[config.mk]
export PLATFORM = sky130hd
export DESIGN_NAME = script_runner
export DESIGN_NICKNAME = d
export VERILOG_FILES = /design/src/rtl/script_runner.sv
export SDC_FILE = /design/constraint.sdc
export NUM_CORES = 1
export LEC_CHECK = 0
export CAP_MARGIN = 15
export CORE_ASPECT_RATIO = 0.6
export CORE_MARGIN = 2
export CORE_UTILIZATION = 45
export CTS_CLUSTER_DIAMETER = 150
export DETAILED_ROUTE_END_ITERATION = 7
export GPL_ROUTABILITY_DRIVEN = 0
export HOLD_SLACK_MARGIN = 0.02
export MAX_ROUTING_LAYER = met4
export PLACE_DENSITY = 0.73
export SYNTH_ARGS = -nofsm -noshare
export SYNTH_HDL_FRONTEND = slang
export SYNTH_SLANG_ARGS = --single-unit
[constraint.sdc]
create_clock -name clock -period 3 [get_ports clock]
set_clock_uncertainty 0.15 [all_clocks]
set_input_delay 0.9 -clock clock [delete_from_list [all_inputs] [get_ports clock]]
set_output_delay 0.9 -clock clock [all_outputs]
set_load 0.03 [all_outputs]
[src/rtl/script_runner.sv]
// -----------------------------------------------------------------------------
// script_runner
//
// Purpose:
//   Reads a script one 16-bit word at a time from the script memory and runs
//   it. Drives the memory pc, sends command bytes downstream over a
//   valid/ready handshake, and supports timed waits, jumps and halt.
//
//   Instruction word: op = script[15:14], arg = script[7:0]
//     00 CMD  : emit arg as a command byte
//     01 WAIT : stall for arg * TICK_CYCLES clocks (arg = 0 means no stall)
//     10 JUMP : pc <= arg (an odd target sets err and stops)
//     11 HALT : normal completion
//
// Handshake:
//   cmd_bits/cmd_valid are registered. Once cmd_valid rises, both hold
//   steady until a cycle where cmd_valid & cmd_ready are both high. That
//   cycle is the transfer, and cmd_valid drops on the next edge.
//
// Optional feature (macro SCRIPT_LOOP_EN):
//   When defined, JUMP reads script[13:8] as a repeat count N. N = 0 means
//   the jump is always taken. N > 0 means the jump is taken N times and then
//   falls through. There is a single loop counter, so loops cannot nest.
//   When undefined, script[13:8] is ignored and no loop counter is built.
//
// Ports:
//   clock        in   system clock, rising edge
//   reset        in   asynchronous, active-high
//   script_mode  in   memory is loading; forces abort to IDLE
//   script_num   in   [7:0]  script length in bytes
//   script       in   [15:0] word at pc (combinational memory read)
//   start        in   one-cycle pulse; starts at pc = 0
//   pc           out  [7:0]  byte address into the script memory (always even)
//   cmd_bits     out  [7:0]  command byte
//   cmd_valid    out  cmd_bits valid
//   cmd_ready    in   downstream accepts
//   busy         out  high in every state except IDLE and DONE
//   done         out  one-cycle pulse on normal completion
//   err          out  sticky odd-jump error; cleared by start or reset
//   state_dbg    out  [2:0]  current FSM state, for observation
// -----------------------------------------------------------------------------
module script_runner #(
    parameter int TICK_CYCLES = 100000
) (
    input  logic        clock,
    input  logic        reset,
    input  logic        script_mode,
    input  logic [7:0]  script_num,
    input  logic [15:0] script,
    input  logic        start,
    output logic [7:0]  pc,
    output logic [7:0]  cmd_bits,
    output logic        cmd_valid,
    input  logic        cmd_ready,
    output logic        busy,
    output logic        done,
    output logic        err,
    output logic [2:0]  state_dbg
);

    localparam int            PW         = (TICK_CYCLES > 1) ? $clog2(TICK_CYCLES) : 1;
    localparam logic [PW-1:0] PRESC_LAST = PW'(TICK_CYCLES - 1);

    localparam logic [1:0] OP_CMD  = 2'b00;
    localparam logic [1:0] OP_WAIT = 2'b01;
    localparam logic [1:0] OP_JUMP = 2'b10;

    typedef enum logic [2:0] {
        S_IDLE  = 3'd0,
        S_FETCH = 3'd1,
        S_EXEC  = 3'd2,
        S_EMIT  = 3'd3,
        S_WAIT  = 3'd4,
        S_DONE  = 3'd5
    } state_t;

    state_t        state_q, state_d;
    logic [7:0]    pc_q, pc_d;
    logic [7:0]    cmd_bits_q, cmd_bits_d;
    logic          cmd_valid_q, cmd_valid_d;
    logic          done_q, done_d;
    logic          err_q, err_d;
    logic [7:0]    wait_q, wait_d;
    logic [PW-1:0] presc_q, presc_d;

    logic [1:0]    op;
    logic [7:0]    arg;
    logic [7:0]    pc_next;
    logic          last_word;

    assign op      = script[15:14];
    assign arg     = script[7:0];
    assign pc_next = pc_q + 8'd2;
    // The current word is inside the script only when its odd byte
    // (pc + 1) is still below script_num. The compare is 9 bits wide so a
    // pc of 8'hFF cannot wrap around and pass the check.
    assign last_word = ({1'b0, pc_q} + 9'd1) >= {1'b0, script_num};

`ifdef SCRIPT_LOOP_EN
    logic [5:0] loop_q, loop_d;
    logic [5:0] rep;
    assign rep = script[13:8];
`else
    logic unused_rep;
    assign unused_rep = ^script[13:8];
`endif

    always_comb begin
        state_d     = state_q;
        pc_d        = pc_q;
        cmd_bits_d  = cmd_bits_q;
        cmd_valid_d = cmd_valid_q;
        done_d      = 1'b0;
        err_d       = err_q;
        wait_d      = wait_q;
        presc_d     = presc_q;
`ifdef SCRIPT_LOOP_EN
        loop_d      = loop_q;
`endif
        case (state_q)
            S_IDLE, S_DONE: begin
                if (start) begin
                    err_d = 1'b0;
                    if (script_num >= 8'd2) begin
                        pc_d    = 8'd0;
                        presc_d = '0;
                        wait_d  = 8'd0;
`ifdef SCRIPT_LOOP_EN
                        loop_d  = 6'd0;
`endif
                        state_d = S_FETCH;
                    end else begin
                        // A script too short to hold one word finishes at once.
                        done_d  = 1'b1;
                        state_d = S_IDLE;
                    end
                end
            end
            S_FETCH: state_d = S_EXEC;
            S_EXEC: begin
                if (last_word) begin
                    done_d  = 1'b1;
                    state_d = S_DONE;
                end else begin
                    case (op)
                        OP_CMD: begin
                            cmd_bits_d  = arg;
                            cmd_valid_d = 1'b1;
                            state_d     = S_EMIT;
                        end
                        OP_WAIT: begin
                            if (arg == 8'd0) begin
                                pc_d    = pc_next;
                                state_d = S_FETCH;
                            end else begin
                                wait_d  = arg;
                                presc_d = '0;
                                state_d = S_WAIT;
                            end
                        end
                        OP_JUMP: begin
                            if (arg[0]) begin
                                err_d   = 1'b1;
                                state_d = S_DONE;
`ifdef SCRIPT_LOOP_EN
                            end else if (rep != 6'd0 && loop_q >= rep) begin
                                // Loop is used up: fall through and rearm.
                                loop_d  = 6'd0;
                                pc_d    = pc_next;
                                state_d = S_FETCH;
                            end else begin
                                if (rep != 6'd0) loop_d = loop_q + 6'd1;
                                pc_d    = arg;
                                state_d = S_FETCH;
                            end
`else
                            end else begin
                                pc_d    = arg;
                                state_d = S_FETCH;
                            end
`endif
                        end
                        default: begin
                            done_d  = 1'b1;
                            state_d = S_DONE;
                        end
                    endcase
                end
            end
            S_EMIT: begin
                if (cmd_ready) begin
                    cmd_valid_d = 1'b0;
                    pc_d        = pc_next;
                    state_d     = S_FETCH;
                end
            end
            S_WAIT: begin
                // The prescaler counts 0..TICK_CYCLES-1. Each time it wraps,
                // one wait unit is used up.
                if (presc_q == PRESC_LAST) begin
                    presc_d = '0;
                    if (wait_q == 8'd1) begin
                        wait_d  = 8'd0;
                        pc_d    = pc_next;
                        state_d = S_FETCH;
                    end else begin
                        wait_d = wait_q - 8'd1;
                    end
                end else begin
                    presc_d = presc_q + PW'(1);
                end
            end
            default: state_d = S_IDLE;
        endcase

        // Memory loading overrides everything, including a start in the
        // same cycle.
        if (script_mode) begin
            state_d     = S_IDLE;
            pc_d        = 8'd0;
            cmd_valid_d = 1'b0;
            done_d      = 1'b0;
            wait_d      = 8'd0;
            presc_d     = '0;
`ifdef SCRIPT_LOOP_EN
            loop_d      = 6'd0;
`endif
        end
    end

    always_ff @(posedge clock or posedge reset) begin
        if (reset) begin
            state_q     <= S_IDLE;
            pc_q        <= 8'd0;
            cmd_bits_q  <= 8'd0;
            cmd_valid_q <= 1'b0;
            done_q      <= 1'b0;
            err_q       <= 1'b0;
            wait_q      <= 8'd0;
            presc_q     <= '0;
`ifdef SCRIPT_LOOP_EN
            loop_q      <= 6'd0;
`endif
        end else begin
            state_q     <= state_d;
            pc_q        <= pc_d;
            cmd_bits_q  <= cmd_bits_d;
            cmd_valid_q <= cmd_valid_d;
            done_q      <= done_d;
            err_q       <= err_d;
            wait_q      <= wait_d;
            presc_q     <= presc_d;
`ifdef SCRIPT_LOOP_EN
            loop_q      <= loop_d;
`endif
        end
    end

    assign pc        = pc_q;
    assign cmd_bits  = cmd_bits_q;
    assign cmd_valid = cmd_valid_q;
    assign done      = done_q;
    assign err       = err_q;
    assign busy      = (state_q != S_IDLE) && (state_q != S_DONE);
    assign state_dbg = state_q;

endmodule

==> impl_results.md, run 1 <==
* Clk sinks at 46
* Final critical-path share of the clock period at 1.01
* Total Wirelength at around 8.7 mm
* Failing checks: negative setup slack
* CP required at 3.03 ns
* Layout area overhead at 37.6%
* Most frequent cells after synthesis: dfrtp_1 (46), nor2_1 (33), nand2_1 (30), o21ai_0 (25)
* Clock Tree Root: clkbuf_8
* Startpoint types: input port
* Ys Warns at 0
* Critical path class: input port to flop
* Initial Util at 0.474
* Vias at 2966
* Hold Path End: presc_q[16]$_DFFE_PP0P_
* Top post-synthesis cells by area: dfrtp_1 (39%), ha_1 (4.7%), o21ai_0 (4.2%)
* Pre-CTS WS at -0.538 ns
* CTS tree: built
* Unrepaired setup endpoints after global routing: yes
* Post-synthesis sequential area ratio at 0.390
* CP delay by family, top: compound AO/OA/AOI/OAI gates
* Yosys reg bits at 46
* Post-synthesis async set-or-reset flop share at 1.00
* Leakage power at 1.70 nW
* CP endpoint kind: flop
* Setup TNS at -0.0200 ns
* NumNets Final at ~460
* Worst hold path class: flop to flop
* CTS H-tree lvls at 2
* Initial antenna violation count at 0
* Clock tree buffer depth at 2
* Worst Path Buf+Inv at 3
* Normalized max-slew margin at 0.592
* Synth unique cells at 57
* CP max stage cell: clkdlybuf4s50_1
* Initial drt markers at 239
* CTS Buf Count at 5
* Core Area at between 0.006 and 0.007 sq mm
* Grt ovf at 0
* Status: finished with violations
* Port Buf Inserts at 43
* Cell Chain, Critical Path: clkdlybuf4s50_1, inv_1, ha_4, a31oi_2, o221ai_2, a21oi_2, buf_6, a31o_4, nand3_4, a221o_1
* Worst-Margin Slew at between 0.6 and 0.7 ns
* Synth top area share at 0.390
* Final Hold Viols at 0
* Hold path depth at 1
* Vias in the first global route at 2707
* Std-Cell Rows at 22
* Diodes inserted at 0
* Syn avg cell area at 8.63 sq um
* Post-route DRC at 0
* Setup violators final at 1
* Largest net degree at the start of global routing at 26
* Synth Instances at approximately 340
* Reg2reg start: state_dbg[1]$_DFFE_PP0P_
* Area leader, netlist: dfrtp_1
* PwrDens at 597 mW/mm^2
* Global-route wire length before repair at ~14 mm
* Max-slew violation count at 0
* Worst path max stage delay at 0.48 ns
* Final setup margin at -0.0200 ns
* HP Start: presc_q[16]$_DFFE_PP0P_
* TritonRoute pass-1 iters at 5
* I/O pin count at 52
* Die span in y at 66.7 microns
* CTS Hold Bufs at 0
* Synth Flop Type: dfrtp_1
* Mapped Nets at 382
* GRT Util Overall at 0.254
* Most frequent cell after synthesis: dfrtp_1
* Maximum VDD drop at 0.582 mV
* Fmax at roughly 0.33 GHz
* Chip Width at between 100 and 150 microns
* EDFF count, synth at 0
* Max_cap viols at 0
* R2r endpoint: pc[6]$_DFFE_PP0P_
* Remaining antenna violation count at 0
* Synth Cell Area at roughly 0.0030 sq mm
* Post-DP HPWL at between 6 and 7 mm
* Final min period at 3.02 ns
* Avg Vias per Cell at about 5.8
* Reg2Reg Depth at 7
* Fillcell total at 519
* Worst skew pair latency at 0.30 ns
* Register-to-register setup slack at approximately 0.31 ns
* Critical Path AT at 3.05 ns
* Wire per inst at about 17 microns
* Share of cells above drive strength 1 at 0.215
* Die area at 0.00724 sq mm
* Critical path fanouts, max at 5
* Clk slew on worst S/H paths at 0.09 ns
==> sequential cells by signal (all words and copies together) (netlist names) <==
| name | cells |
|---|---|
| done | 1 |
| err | 1 |
| pc | 7 |
| presc_q | 17 |
| cmd_valid | 1 |
| wait_q | 8 |
| cmd_bits | 8 |
| state_dbg | 3 |
==> layout by cell type (no fill, tap or decap), types with 8 or more instances in the layout <==
cell type | synthesis | routed
nand3_1 | 15 | 15
nor3_1 | 14 | 13
inv_1 | 21 | 20
dfrtp_1 | 46 | 46
nor2_1 | 33 | 33
a31oi_1 | 12 | 11
o21ai_0 | 25 | 23
a21oi_1 | 21 | 18
xnor2_1 | 8 | 8
buf_4 | 1 | 44
mux2_2 | 8 | 8
ha_1 | 11 | 9
clkdlybuf4s50_1 | 0 | 40
nand2_1 | 30 | 30
==> stage by stage <==
| stage | std cells | area, sq um | total power [W] | utilization | hold WS [ns] |
|---|---|---|---|---|---|
| final | 508 | 4060 | 0.00242 | 0.653 | 0.350 |
| after global routing | 508 | 4060 | 0.00256 | 0.653 | 0.357 |
| after CTS | 507 | 3910 | 0.00235 | 0.628 | 0.349 |
| after floorplan | 342 | 2950 | 0.00148 | - | 0.303 |
| after global placement | 499 | 3790 | 0.00191 | 0.609 | 0.327 |
| after detailed placement | 499 | 3790 | 0.00194 | 0.609 | 0.336 |
==> final cells by class <==
class | count | area, sq um | share of cell area
sequential | 46 | 1150 | 0.283
clock inverter | 2 | 13.8 | 0.00339
multi-input combinational | 258 | 1800 | 0.443
tap | 84 | 105 | 0.0259
timing repair buffer | 91 | 840 | 0.207
clock buffer | 6 | 72.6 | 0.0179
inverter | 21 | 78.8 | 0.0194
==> kinds of logic after synthesis <==
group                    share of synthesized area
AND/OR/NAND/NOR                              0.233
AO/OA/AOI/OAI                                0.216
flip-flops                                   0.390
buffers and inverters                       0.0526
adder cells (fa/ha/maj)                     0.0466
multiplexers                                0.0373
XOR/XNOR                                    0.0237
other                                      0.00127
==> worst max path at each step <==
stage / startpoint / endpoint / cells past startpoint
after floorplan: script_num[3] / wait_q[2]$_DFFE_PP0P_ / 9
after global placement: script_num[3] / presc_q[8]$_DFFE_PP0P_ / 11
after detailed placement: script_num[3] / presc_q[2]$_DFFE_PP0P_ / 11
after CTS: script_num[3] / pc[3]$_DFFE_PP0P_ / 10
after global routing: script_num[3] / pc[6]$_DFFE_PP0P_ / 10
final: script_num[3] / pc[6]$_DFFE_PP0P_ / 10
==> routing by layer <==
metal  GRT usage  part of all wire
met2       0.354              0.42
met1       0.384              0.50
met5           -                 0
met3      0.0479             0.067
met4      0.0417            0.0097
==> report_power, final <==
group,internal [W],leakage (nW),total [W],switching (W)
logic,0.000534,1.03,0.00122,0.000689
registers,0.000720,0.625,0.000807,0.0000873
clock network,0.000165,0.0452,0.000393,0.000228
total,0.00142,1.70,0.00242,0.00100
==> repair_timing <==
action | in CTS | in global routing
pin swaps | 4 | 12
cloned | 0 | 0
setup buffers | 0 | 1
gates resized for setup | 5 | 24
endpoints found under the setup margin | 23 | 39
Note: power is estimated with default switching activity, not from simulation.
==> run 2, diff against run 1 <==
--- a/config.mk
+++ b/config.mk
@@ -11,7 +11,6 @@
 export CORE_UTILIZATION = 45
 export CTS_CLUSTER_DIAMETER = 150
 export DETAILED_ROUTE_END_ITERATION = 7
-export GPL_ROUTABILITY_DRIVEN = 0
 export HOLD_SLACK_MARGIN = 0.02
 export MAX_ROUTING_LAYER = met4
 export PLACE_DENSITY = 0.73
==> results of run 2 <==
No change in the layout: final DEF, timing and power equal those of run 1.
